$ cat src/rtl/uart_msg_sequencer.sv
// uart_msg_sequencer
// Walks a character message held in an external synchronous-read memory
// and hands it one character at a time to a UART transmitter. A message
// is sent once (one-shot) or over and over with an idle gap between passes
// (repeat).
//
// Ports
//   Clk, Reset      rising-edge clock, synchronous active-high reset
//   Enable          clock enable; every register holds while low
//   Start, Abort    begin a message (IDLE only) / drop back to IDLE
//   Mode            0 = one-shot, 1 = repeat (latched at Start)
//   MsgBase, MsgLen first address and character count (latched at Start)
//   TxEmpty         transmitter can accept a character
//   RdData          memory data, valid one enabled cycle after RdAddr
//   RdAddr          registered memory address
//   XMitGo          one-enabled-cycle load strobe, TxData valid with it
//   TxData          registered character
//   Busy            high in every state except IDLE
//   Done            one-enabled-cycle pulse at the end of each pass
module uart_msg_sequencer #(
    parameter int DATA_W     = 8,
    parameter int ADDR_W     = 8,
    parameter int GAP_CYCLES = 38399
) (
    input  logic              Clk,
    input  logic              Reset,
    input  logic              Enable,
    input  logic              Start,
    input  logic              Abort,
    input  logic              Mode,
    input  logic [ADDR_W-1:0] MsgBase,
    input  logic [ADDR_W-1:0] MsgLen,
    input  logic              TxEmpty,
    input  logic [DATA_W-1:0] RdData,
    output logic [ADDR_W-1:0] RdAddr,
    output logic              XMitGo,
    output logic [DATA_W-1:0] TxData,
    output logic              Busy,
    output logic              Done
);

    // $clog2(1) is 0, so a zero-length gap still gets a 1-bit counter.
    localparam int               GAP_W    = (GAP_CYCLES > 0) ? $clog2(GAP_CYCLES + 1) : 1;
    localparam logic [GAP_W-1:0] GAP_LAST = GAP_W'(GAP_CYCLES);

    localparam logic [2:0] S_IDLE       = 3'd0;
    localparam logic [2:0] S_FETCH      = 3'd1;
    localparam logic [2:0] S_WAIT_EMPTY = 3'd2;
    localparam logic [2:0] S_SEND       = 3'd3;
    localparam logic [2:0] S_GAP        = 3'd4;

    logic [2:0]        state_q,  state_d;
    logic [ADDR_W-1:0] rdaddr_q, rdaddr_d;
    logic [DATA_W-1:0] txdata_q, txdata_d;
    logic              xmitgo_q, xmitgo_d;
    logic              done_q,   done_d;
    logic [ADDR_W-1:0] count_q,  count_d;
    logic [GAP_W-1:0]  gap_q,    gap_d;
    logic [ADDR_W-1:0] base_q,   base_d;
    logic [ADDR_W-1:0] len_q,    len_d;
    logic              mode_q,   mode_d;

    logic [ADDR_W-1:0] count_inc;

    assign count_inc = count_q + ADDR_W'(1);

    always_comb begin
        state_d  = state_q;
        rdaddr_d = rdaddr_q;
        txdata_d = txdata_q;
        xmitgo_d = 1'b0;            // strobe lives for a single enabled cycle
        done_d   = 1'b0;            // likewise for the end-of-pass pulse
        count_d  = count_q;
        gap_d    = gap_q;
        base_d   = base_q;
        len_d    = len_q;
        mode_d   = mode_q;

        if (Abort) begin
            // Abort wins over Start and kills any strobe or pulse in flight.
            state_d = S_IDLE;
        end else begin
            case (state_q)
                S_IDLE: begin
                    if (Start) begin
                        if (MsgLen != '0) begin
                            base_d   = MsgBase;
                            len_d    = MsgLen;
                            mode_d   = Mode;
                            rdaddr_d = MsgBase;
                            count_d  = '0;
                            state_d  = S_FETCH;
                        end else begin
                            // Empty message: report completion, send nothing.
                            done_d = 1'b1;
                        end
                    end
                end
                // One cycle for the memory to turn RdAddr into RdData.
                S_FETCH: state_d = S_WAIT_EMPTY;
                S_WAIT_EMPTY: begin
                    if (TxEmpty) begin
                        txdata_d = RdData;
                        xmitgo_d = 1'b1;
                        state_d  = S_SEND;
                    end
                end
                S_SEND: begin
                    count_d  = count_inc;
                    rdaddr_d = rdaddr_q + ADDR_W'(1);   // wraps naturally
                    if (count_inc != len_q) begin
                        state_d = S_FETCH;
                    end else begin
                        done_d = 1'b1;
                        if (mode_q) begin
                            gap_d   = '0;
                            state_d = S_GAP;
                        end else begin
                            state_d = S_IDLE;
                        end
                    end
                end
                S_GAP: begin
                    // Counts 0..GAP_CYCLES inclusive, i.e. GAP_CYCLES+1 cycles.
                    if (gap_q == GAP_LAST) begin
                        rdaddr_d = base_q;
                        count_d  = '0;
                        state_d  = S_FETCH;
                    end else begin
                        gap_d = gap_q + GAP_W'(1);
                    end
                end
                default: state_d = S_IDLE;
            endcase
        end
    end

    always_ff @(posedge Clk) begin
        if (Reset) begin
            state_q  <= S_IDLE;
            rdaddr_q <= '0;
            txdata_q <= '0;
            xmitgo_q <= 1'b0;
            done_q   <= 1'b0;
            count_q  <= '0;
            gap_q    <= '0;
            base_q   <= '0;
            len_q    <= '0;
            mode_q   <= 1'b0;
        end else if (Enable) begin
            state_q  <= state_d;
            rdaddr_q <= rdaddr_d;
            txdata_q <= txdata_d;
            xmitgo_q <= xmitgo_d;
            done_q   <= done_d;
            count_q  <= count_d;
            gap_q    <= gap_d;
            base_q   <= base_d;
            len_q    <= len_d;
            mode_q   <= mode_d;
        end
    end

    assign RdAddr = rdaddr_q;
    assign TxData = txdata_q;
    assign XMitGo = xmitgo_q;
    assign Done   = done_q;
    assign Busy   = (state_q != S_IDLE);

endmodule

$ cat config.mk
export PLATFORM = sky130hd
export DESIGN_NAME = uart_msg_sequencer
export DESIGN_NICKNAME = d
export VERILOG_FILES = /design/src/rtl/uart_msg_sequencer.sv
export SDC_FILE = /design/constraint.sdc
export NUM_CORES = 1
export LEC_CHECK = 0
export CAP_MARGIN = 10
export CORE_MARGIN = 5
export CORE_UTILIZATION = 54
export CTS_CLUSTER_SIZE = 30
export DETAILED_ROUTE_END_ITERATION = 16
export GPL_TIMING_DRIVEN = 0
export PLACE_DENSITY_LB_ADDON = 0.08
export SYNTH_ARGS = -nofsm -noshare
export SYNTH_HDL_FRONTEND = slang
export SYNTH_SLANG_ARGS = --single-unit
$ cat constraint.sdc
create_clock -name Clk -period 3.1 [get_ports Clk]
set_input_delay 0.62 -clock Clk [delete_from_list [all_inputs] [get_ports Clk]]
set_output_delay 0.62 -clock Clk [all_outputs]
set_load 0.005 [all_outputs]
Word-level counts from Yosys, hierarchy flattened
Cells that the tools add are included.
{"block": "classes", "n_mux": 28, "add_sub_neg": 3, "n_reduce_logical": 10, "n_eq_ne": 16, "bitwise": 1}
{"operator": "$mux 16", "count": 3}
{"operator": "$mux 8", "count": 6}
{"operator": "$pmux 8 s3", "count": 2}
{"operator": "$pmux 16 s2", "count": 1}
{"operator": "$mux 3", "count": 7}
{"operator": "$add 16x1->16 const B", "count": 1}
{"operator": "$add 8x1->8 const B", "count": 2}
{"operator": "$eq 16x16->1 const B", "count": 1}
{"operator": "$pmux 3 s5", "count": 1}
{"operator": "$ne 2x2->1 const B", "count": 6}
{"operator": "$ne 3x3->1 const B", "count": 4}
{"operator": "$reduce_and 6->1", "count": 2}
{"operator": "$reduce_and 5->1", "count": 2}
{"operator": "$ne 8x8->1", "count": 1}
{"operator": "$reduce_bool 8->1", "count": 1}
{"operator": "$mux 1", "count": 7}
{"operator": "$eq 3x2->1 const B", "count": 2}
{"operator": "$reduce_bool 3->1", "count": 2}
{"operator": "$reduce_and 4->1", "count": 1}
{"operator": "$eq 3x1->1 const B", "count": 1}
{"operator": "$eq 3x3->1 const B", "count": 1}
{"operator": "$logic_not 3->1", "count": 1}
{"operator": "$pmux 1 s2", "count": 1}
{"operator": "$reduce_bool 2->1", "count": 1}
{"operator": "$not 1->1", "count": 1}
{"block": "totals", "elab_cells": 68, "regBits": 62, "input_bits": 31}

Logic depth before layout (Yosys ltp)
Gate-level depths: netlist (run 1).
{"block": "depth", "word_depth": 5, "ltp_mapped": 9}

Worst setup path before layout (run 1)
Ideal clock, no wire load.
{"block": "synth_path", "kind": "register -> register", "from": "reg gap_q[0]", "to": "reg rdaddr_q[6] (netlist: RdAddr[6])", "setup_slack_ns": 0.913, "synth_period_minus_slack_ns": 2.187, "path_stages_with_launch": 8, "path_buffers": 0, "t_arrival_ns": 2.053, "path_cell_list": "dfxtp_1 > ha_1 > nand3_2 > nor3_4 > a31oi_4 > or4_1 > o21ai_0 > a21oi_1"}
{"block": "synth_via", "elab_chain_cells": 3}
{"item": "from (decl)", "line_no": "58", "source": "logic [GAP_W-1:0] gap_q, gap_d;"}
{"item": "from (signal assigned)", "line_no": "157", "source": "gap_q <= gap_d;"}
{"item": "$eq 16x16->1", "line_no": "125", "source": "if (gap_q == GAP_LAST) begin"}
{"item": "$ne 2x2->1 (no line)"}
{"item": "$reduce_and 6->1 (no line)"}
{"item": "to (signal assigned)", "line_no": "152", "source": "rdaddr_q <= rdaddr_d;"}
{"item": "to (decl)", "line_no": "53", "source": "logic [ADDR_W-1:0] rdaddr_q, rdaddr_d;"}
Every way passes these cells.
A chain may end at the register's enable or synchronous reset.

Final worst setup path (run 1)
{"block": "layout_path", "from": "reg gap_q[0]", "to": "reg count_q[4]"}
{"block": "layout_via", "elab_chain_cells": 3}
{"item": "$eq 16x16->1", "line_no": "125"}
{"item": "$ne 2x2->1 (no line)"}
{"item": "$reduce_and 6->1 (no line)"}
{"item": "to (signal assigned)", "line_no": "156", "source": "count_q <= count_d;"}
{"item": "to (decl)", "line_no": "57", "source": "logic [ADDR_W-1:0] count_q, count_d;"}
Every way passes these cells.

==> results.md, run 1 <==
* Cells after Synth at 379
* Placed standard-cell area at 3780 um^2
* Reg-to-reg startpoint: gap_q[0]$_SDFFE_PP0P_
* CTS Buffer Depth at 2
* Setup crit end kind: flop
* Remaining DRCs at 0
* Critical Path Source Type: flop
* Slew margin rel. at 31.8%
* Root Driver: clkbuf_8
* Pwr dens at 424 nW/um^2
* Setup Buffers After CTS at 0
* CTS tree: yes
* Final setup violation count at 0
* Drt initial violations at 258
* First-pass GRT wire length at 14000 um
* Clock Latency Late Sink at 350 ps
* Boundary Pins at 50
* Commonest non-fill, non-tap cell in the layout: nor2_1
* Worst-path clk slew at 60 ps
* Width of the die at 87.0 um
* Initial Util at 54.8%
* GPL Wtd Cong at 0.808
* Area share of the largest cell type after synthesis at 38.7%
* Hold bufs inserted after CTS at 0
* Ys async rst share at 0%
* Slew @ Worst Pin at 1020 ps
* Pin count of the biggest net entering global routing at 11
* # fillers at 475
* Share of post-route cells with drive strength above 1 at 6.79%
* Critical Path Start: gap_q[0]$_SDFFE_PP0P_
* Hold Worst Slack at 452 ps
* Core ar. at 5850 um^2
* Path depth of the worst reg2reg path at 7
* Yosys top cell by area: dfxtp_1
* Drt first pass iters at 5
* Pre-CTS WS at 221 ps
* Post-layout util at 67.8%
* Most frequent cells in the layout: 65 x nor2_1, 62 x dfxtp_1, 48 x clkdlybuf4s50_1
* WP data arrival at 2900 ps
* R2R Setup Slk at 440 ps
* Crit-path max FO at 10
* CTS sink cnt at 62
* Placed insts at 502
* Row Count at 28
* WS Path Type: reg2reg
* Worst Path Required at 3340 ps
* Final wirelength at 8550 um
* Final critical-path share of the clock period at 85.7%
* Initial antenna violation count at 0
* Netlist cell types at 62
* Leakage power at 1.27 nW
* Max Cap Violations at 0
* Warnings, synthesis at 0
* Most used DFF post-synth: dfxtp_1
* Critical Path Sink: count_q[4]$_SDFFE_PP0P_
* Global Route Usage Sum at 23.5%
* N_diodes at 0
* Overall power at 1.68 mW
* EDFF count, synth at 0
* Register area share after synthesis at 38.7%
* Post-synthesis cell area at 3200 um^2
* Unrepaired setup endpoints after global routing: false
* Vias per cell at 6.07
* Status: completed
* Final hold vios at 0
* Slowest cell on the critical path: nor4_4
* Antenna-violating nets left at 0
* Synthesis-to-layout area growth at 23.8%
* Detail Placement HPWL at 5970 um
* Crit-path max cell delay at 680 ps
* Final nets at 472
* Area contributors post-synth: dfxtp_1 39%, mux2i_1 7.8%, nor2_1 7.6%
* Wire length per cell at 16.5 um
* Full die area at 7570 um^2
* Synth Register Bits at 62
* VDD IR-drop max at 0.000280 V
* Number of CTS-inserted buffers at 9
* Hold Crit Class: reg2reg
* Grt ovf at 0
* Worst setup margin at 442 ps
* Finished Layout Cells at 517
* Detailed-route via count at 3137
* H-Tree Depth at 3
* Fmax at 0.376 GHz
* TNS Setup at 0 ps
* # resized after CTS at 0
* Mean post-synth cell area at 8.45 um^2
* Vias in the first global route at 2903
* Syn Nets at 413
* Die H at 87.0 um
* Fin crit period at 2660 ps
* Reg2Reg Capture Point: count_q[4]$_SDFFE_PP0P_
* CP Cell Sequence: ha_1, nand3_2, nor3_4, a31oi_4, nor4_4, o21ai_1, a32o_1
* Final Cell Area at 3970 um^2
* Fin. max-slew vios at 0
* Post-Route Skew at 9.36 ps
* Port bufs at 48
-- power breakdown --
part	total, mW	internal (mW)	switching, mW
Sequential	0.826	0.811	0.0148
Clock	0.702	0.386	0.316
Combinational	0.154	0.0796	0.0746
Total	1.68	1.28	0.406
-- metal layers --
layer	share of wire, %	global-route usage (%)
met4	1.9	9.92
met3	7.9	6.43
met2	44	34.8
met5	0	0
met1	46	32.1
-- worst min path at each step --
stage,start,to,slack [ps],cells after the start
6_report,Done$_SDFFE_PP0P_,Done$_SDFFE_PP0P_,450,2
3_3_place_gp,Done$_SDFFE_PP0P_,Done$_SDFFE_PP0P_,450,2
4_1_cts,Done$_SDFFE_PP0P_,Done$_SDFFE_PP0P_,460,2
3_5_place_dp,Done$_SDFFE_PP0P_,Done$_SDFFE_PP0P_,450,2
2_1_floorplan,Done$_SDFFE_PP0P_,Done$_SDFFE_PP0P_,450,2
5_1_grt,Done$_SDFFE_PP0P_,Done$_SDFFE_PP0P_,510,2
-- critical path, delay by kind of cell, from the launching register on --
kind                       cells  cell delay, ps
DFF                            1             420
adders and majority gates      1             240
AOI/OAI and AO/OA              3             680
and+or+nand+nor                3            1210
-- sequential cells by signal, indices dropped and copies added, names as in the netlist --
| signal | cells |
|---|---|
| Done | 1 |
| RdAddr | 8 |
| TxData | 8 |
| XMitGo | 1 |
| base_q | 8 |
| count_q | 8 |
| gap_q | 16 |
| len_q | 8 |
| mode_q | 1 |
| state_q | 3 |
-- cell usage after synthesis, drive strengths merged, types with 3 or more instances --
cell / n
a31oi: 4
dfxtp: 62
clkbuf: 17
nand3b: 3
nand3: 14
nor3: 11
a221oi: 6
ha: 3
buf: 5
a21oi: 17
a211oi: 9
a41oi: 3
a22oi: 3
xor2: 7
a32o: 3
or3: 3
and3: 3
nor4: 5
nor2: 65
nand4: 4
xnor2: 6
mux2i: 25
and2: 5
o21ai: 18
a311oi: 13
nand2: 36
-- final cells by class --
class	count	area (um^2)	area share (%)
multi-input cells	293	1860	46.8
flip-flops and latches	62	1240	31.3
repair buffers	48	480	12.1
clock buffers	11	141	3.56
plain buffers	22	97.6	2.46
well taps	75	93.8	2.37
clock inverters	4	47.5	1.20
inverters	2	7.51	0.189
-- cells by family (layout without fill, tap and decap cells) --
| family | Yosys count | in the layout | share of synthesized area (%) |
|---|---|---|---|
| buffers and inverters | 24 | 87 | 3.28 |
| adder cells (fa/ha/maj) | 3 | 3 | 1.17 |
| AND/OR/NAND/NOR | 157 | 157 | 23.8 |
| multiplexers | 25 | 25 | 7.81 |
| flip-flops | 62 | 62 | 38.7 |
| AO/OA/AOI/OAI | 95 | 95 | 21.6 |
| XOR/XNOR | 13 | 13 | 3.55 |
Power figures use the tool's default switching activity.
==> run 2, diff against run 1 <==
--- a/config.mk
+++ b/config.mk
@@ -7,7 +7,7 @@
 export LEC_CHECK = 0
 export CAP_MARGIN = 10
 export CORE_MARGIN = 5
-export CORE_UTILIZATION = 54
+export CORE_UTILIZATION = 55
 export CTS_CLUSTER_SIZE = 30
 export DETAILED_ROUTE_END_ITERATION = 16
 export GPL_TIMING_DRIVEN = 0
==> constraint.sdc (replaced) <==
create_clock -name Clk -period 3.3 [get_ports Clk]
set_input_delay 0.66 -clock Clk [delete_from_list [all_inputs] [get_ports Clk]]
set_output_delay 0.66 -clock Clk [all_outputs]
set_load 0.005 [all_outputs]
==> results.md, run 2 (synthesis results as in run 1) <==
* H-Tree Depth at 3
* Most frequent cells in the layout: 65 x nor2_1, 62 x dfxtp_1, 48 x clkdlybuf4s50_1
* CTS sink cnt at 62
* Pre-CTS WS at 361 ps
* Leakage power at 1.27 nW
* Worst hold path startpoint: Done$_SDFFE_PP0P_
* Final nets at 472
* Setup crit end kind: flop
* Slowest cell on the critical path: clkdlybuf4s50_1
* CTS tree: yes
* Fin crit period at 2610 ps
* Critical Path Start: Abort
* Overall power at 1.57 mW
* Final critical-path share of the clock period at 79.0%
* Boundary Pins at 50
* Remaining DRCs at 0
* Slew margin rel. at 30.5%
* Port bufs at 48
* Pwr dens at 396 nW/um^2
* Unrepaired setup endpoints after global routing: false
* Final setup violation count at 0
* WP data arrival at 2810 ps
* Initial antenna violation count at 0
* Largest reg by FF count: gap_q
* Worst Path Required at 3500 ps
* First-pass GRT wire length at 14600 um
* Critical path's top delay family: buffers and inverters
* N_diodes at 0
* Core ar. at 5570 um^2
* Clock Latency Late Sink at 340 ps
* Final Cell Area at 3960 um^2
* Finished Layout Cells at 515
* Full die area at 7450 um^2
* WS Path Type: in2reg
* Hold Crit Class: reg2reg
* Die H at 86.3 um
* CTS Buffer Depth at 2
* Status: completed
* Placed insts at 499
* Final wirelength at 8590 um
* Crit-path max FO at 10
* Commonest non-fill, non-tap cell in the layout: nor2_1
* Global Route Usage Sum at 24.5%
* Slew @ Worst Pin at 1040 ps
* Detailed-route via count at 3159
* Flip-flop count of the largest register after layout at 16
* Placed standard-cell area at 3770 um^2
* Hold bufs inserted after CTS at 0
* R2R Setup Slk at 730 ps
* TNS Setup at 0 ps
* Share of post-route cells with drive strength above 1 at 7.22%
* Row Count at 27
* Antenna-violating nets left at 0
* VDD IR-drop max at 0.000272 V
* Root Driver: clkbuf_8
* Drt initial violations at 266
* Number of CTS-inserted buffers at 9
* Drt first pass iters at 5
* Initial Util at 57.5%
* Post-Route Skew at 9.51 ps
* CP Cell Sequence: clkdlybuf4s50_1, nand2b_1, nor2_1, and2_1, buf_2, buf_2, mux2i_1, nor2_1
* Reg-to-reg startpoint: gap_q[0]$_SDFFE_PP0P_
* Final hold vios at 0
* Max Cap Violations at 0
* Pin count of the biggest net entering global routing at 12
* CP bufs+invs at 3
* Fmax at 0.383 GHz
* Detail Placement HPWL at 6180 um
* Vias in the first global route at 3123
* Worst-path clk slew at 70 ps
* Crit-path max cell delay at 480 ps
* Critical Path Source Type: input pin
* Worst setup margin at 691 ps
* # fillers at 473
* Vias per cell at 6.13
* Width of the die at 86.3 um
* GPL Wtd Cong at 0.939
* Synthesis-to-layout area growth at 23.7%
* Fin. max-slew vios at 0
* Setup Buffers After CTS at 0
* Grt ovf at 0
* # resized after CTS at 0
* Wire length per cell at 16.7 um
run 2: changes by cell type in the layout (fill, tap and decap cells not counted):
cell / previous run / this run
clkinv_2: 2 / 4
clkbuf_1: 18 / 17
clkbuf_8: 10 / 9
clkinvlp_4: 1 / 2
run 2: area by class of cell:
class / count / area [um^2] / share of cell area, %
multi-input combinational: 293 / 1860 / 46.9
inverter: 2 / 7.51 / 0.189
tap: 72 / 90.1 / 2.27
clock inverter: 7 / 65.1 / 1.64
clock buffer: 9 / 124 / 3.13
sequential: 62 / 1240 / 31.3
buffer: 22 / 97.6 / 2.46
timing repair buffer: 48 / 480 / 12.1
run 2: path summary, 6_finish.rpt:
kind | to | cells after the start
worst max-delay path | base_q[4]$_SDFFE_PP0P_ | 8
worst min-delay path | Done$_SDFFE_PP0P_ | 2
worst max register to register | RdAddr[5]$_SDFFE_PP0P_ | 8
worst min register to register | Done$_SDFFE_PP0P_ | 2
run 2: tightest hold or removal path, stage by stage, from the launching register on:
cell and delay (ps):
dfxtp_1 310, nand2_1 50, a21oi_1 50
run 2: routing by layer:
metal  up-vias  GRT usage, %  wire, um
met1      1510          33.0      3870
li1       1529             -         -
met5         -             0         0
met2       106          38.1      4060
met4         0          9.63       110
met3        14          5.23       548
run 2: where the power goes:
part	total [mW]	leakage, nW	switching (mW)	internal (mW)
logic	0.145	0.677	0.0706	0.0749
clock network	0.648	0.0948	0.305	0.343
registers	0.776	0.501	0.0139	0.762
total	1.57	1.27	0.390	1.18
run 2: metrics by stage:
step,utilization (%),hold slack [ps]
6_report,71.1,451
5_1_grt,71.1,469
4_1_cts,71.1,454
3_5_place_dp,67.7,445
3_3_place_gp,67.7,445
2_1_floorplan,-,448
==> run 3, diff against run 2 <==
--- a/config.mk
+++ b/config.mk
@@ -7,7 +7,7 @@
 export LEC_CHECK = 0
 export CAP_MARGIN = 10
 export CORE_MARGIN = 5
-export CORE_UTILIZATION = 55
+export CORE_UTILIZATION = 54
 export CTS_CLUSTER_SIZE = 30
 export DETAILED_ROUTE_END_ITERATION = 16
 export GPL_TIMING_DRIVEN = 0
==> constraint.sdc (replaced) <==
create_clock -name Clk -period 2.65 [get_ports Clk]
set_input_delay 0.53 -clock Clk [delete_from_list [all_inputs] [get_ports Clk]]
set_output_delay 0.53 -clock Clk [all_outputs]
set_load 0.005 [all_outputs]
==> results.md, run 3 (synthesis results as in run 1) <==
* Antenna-violating nets left at 0
* Slowest cell on the critical path: dfxtp_1
* Flip-flop count of the largest register after layout at 16
* CP Cell Sequence: ha_1, nand3_1, a311oi_1, o22ai_1, a211o_1, o21ai_4, buf_4, mux2i_1
* Critical Path Source Type: flop
* Final setup violation count at 0
* CTS Buffer Depth at 2
* Worst Path Required at 2930 ps
* Fmax at 0.393 GHz
* Detailed-route via count at 3171
* Most frequent cells in the layout: 65 x nor2_1, 62 x dfxtp_1, 48 x clkdlybuf4s50_1
* N_diodes at 0
* Wire length per cell at 16.6 um
* Boundary Pins at 50
* Path depth of the worst reg2reg path at 8
* WP data arrival at 2820 ps
* Final wirelength at 8650 um
* Status: completed
* Vias per cell at 6.10
* Largest reg by FF count: gap_q
* VDD IR-drop max at 0.000328 V
* Global Route Usage Sum at 23.5%
* Placed insts at 502
* Share of post-route cells with drive strength above 1 at 7.64%
* Root Driver: clkbuf_8
* Port bufs at 48
* H-Tree Depth at 3
* Grt ovf at 0
* First-pass GRT wire length at 14000 um
* Critical Path Sink: gap_q[1]$_SDFFE_PP0P_
* Pwr dens at 493 nW/um^2
* CTS tree: yes
* Drt first pass iters at 6
* Commonest non-fill, non-tap cell in the layout: nor2_1
* Crit-path max FO at 10
* Synthesis-to-layout area growth at 25.0%
* Remaining DRCs at 0
* Initial antenna violation count at 0
* Width of the die at 87.0 um
* Worst-path clk slew at 70 ps
* Finished Layout Cells at 520
* Fin crit period at 2540 ps
* Pin count of the biggest net entering global routing at 11
* WS Path Type: reg2reg
* CTS sink cnt at 62
* Detail Placement HPWL at 5970 um
* FF/Latch Area at 1240 um^2
* Reg2Reg Capture Point: gap_q[1]$_SDFFE_PP0P_
* Full die area at 7570 um^2
* Drt initial violations at 278
* Hold Crit Class: reg2reg
* Unrepaired setup endpoints after global routing: false
* Critical Path Start: count_q[0]$_SDFFE_PP0P_
* Max Cap Violations at 0
* # fillers at 475
* Die H at 87.0 um
* Slew @ Worst Pin at 1010 ps
* Fin. max-slew vios at 0
* Clock Latency Late Sink at 350 ps
* Setup crit end kind: flop
* GPL Wtd Cong at 0.808
* Final critical-path share of the clock period at 95.9%
* Initial Util at 54.8%
* TNS Setup at 0 ps
* Multi-input gate area at 1870 um^2
* Final hold vios at 0
* Reg-to-reg startpoint: count_q[0]$_SDFFE_PP0P_
* Post-Route Skew at 8.19 ps
* Leakage power at 1.29 nW
* Number of CTS-inserted buffers at 9
* Crit-path max cell delay at 460 ps
* Final nets at 475
* Vias in the first global route at 2903
* R2R Setup Slk at 110 ps
* Slew margin rel. at 32.7%
* Row Count at 28
* Core ar. at 5850 um^2
[run 3: where the power goes]
part / switching, mW / internal (mW) / leakage, nW / total, mW
Sequential: 0.0172 / 0.949 / 0.501 / 0.966
Clock: 0.372 / 0.452 / 0.0952 / 0.824
Combinational: 0.0884 / 0.0933 / 0.694 / 0.182
[run 3: area by class of cell]
| cell class | instances | area share (%) |
|---|---|---|
| Sequential cell | 62 | 31.0 |
| Tap cell | 75 | 2.34 |
| Inverter | 2 | 0.188 |
| Multi-Input combinational cell | 293 | 46.8 |
| Timing Repair Buffer | 51 | 12.6 |
| Clock inverter | 4 | 1.19 |
| Clock buffer | 11 | 3.53 |
| Buffer | 22 | 2.44 |
[run 3: per-stage QoR]
stage	utilization, %	worst slack (ps)	instance area [um^2]	hold WS, ps	total power [mW]
2_1_floorplan	-	463	3200	448	1.07
3_3_place_gp	64.6	-75.4	3780	447	1.16
3_5_place_dp	64.6	-139	3780	447	1.16
4_1_cts	67.8	31.6	3970	455	1.98
5_1_grt	68.4	12.6	4000	507	2.04
6_report	68.4	108	4000	452	1.97
[run 3: critical path: cells and delay by family (launching register included)]
family / cells / cell delay, ps
compound gates: 4 / 1070
fa+ha+maj: 1 / 310
buf+inv: 1 / 230
flops: 1 / 460
mux: 1 / 190
simple gates: 1 / 200
[run 3: repair_timing]
item / 4_1_cts / 5_1_grt
gates resized for setup: 0 / 3
hold buffers: 0 / 0
setup buffers: 0 / 3
setup endpoints to repair: 0 / 23
[run 3: how the worst min path moves through the flow]
stage / from / endpoint / cells after the start
after floorplan: Done$_SDFFE_PP0P_ / Done$_SDFFE_PP0P_ / 2
after global placement: Done$_SDFFE_PP0P_ / Done$_SDFFE_PP0P_ / 2
after detailed placement: Done$_SDFFE_PP0P_ / Done$_SDFFE_PP0P_ / 2
after CTS: Done$_SDFFE_PP0P_ / Done$_SDFFE_PP0P_ / 2
after global routing: Done$_SDFFE_PP0P_ / Done$_SDFFE_PP0P_ / 2
final: Done$_SDFFE_PP0P_ / Done$_SDFFE_PP0P_ / 2
[run 3: per-layer routing]
layer / vias up / part of all wire [%] / wire (um) / GRT usage, %
met5: - / 0 / 0 / 0
met3: 20 / 7.5 / 653 / 6.43
li1: 1527 / - / - / -
met4: 0 / 2.3 / 198 / 9.92
met1: 1498 / 46 / 3960 / 32.1
met2: 126 / 44 / 3840 / 34.8
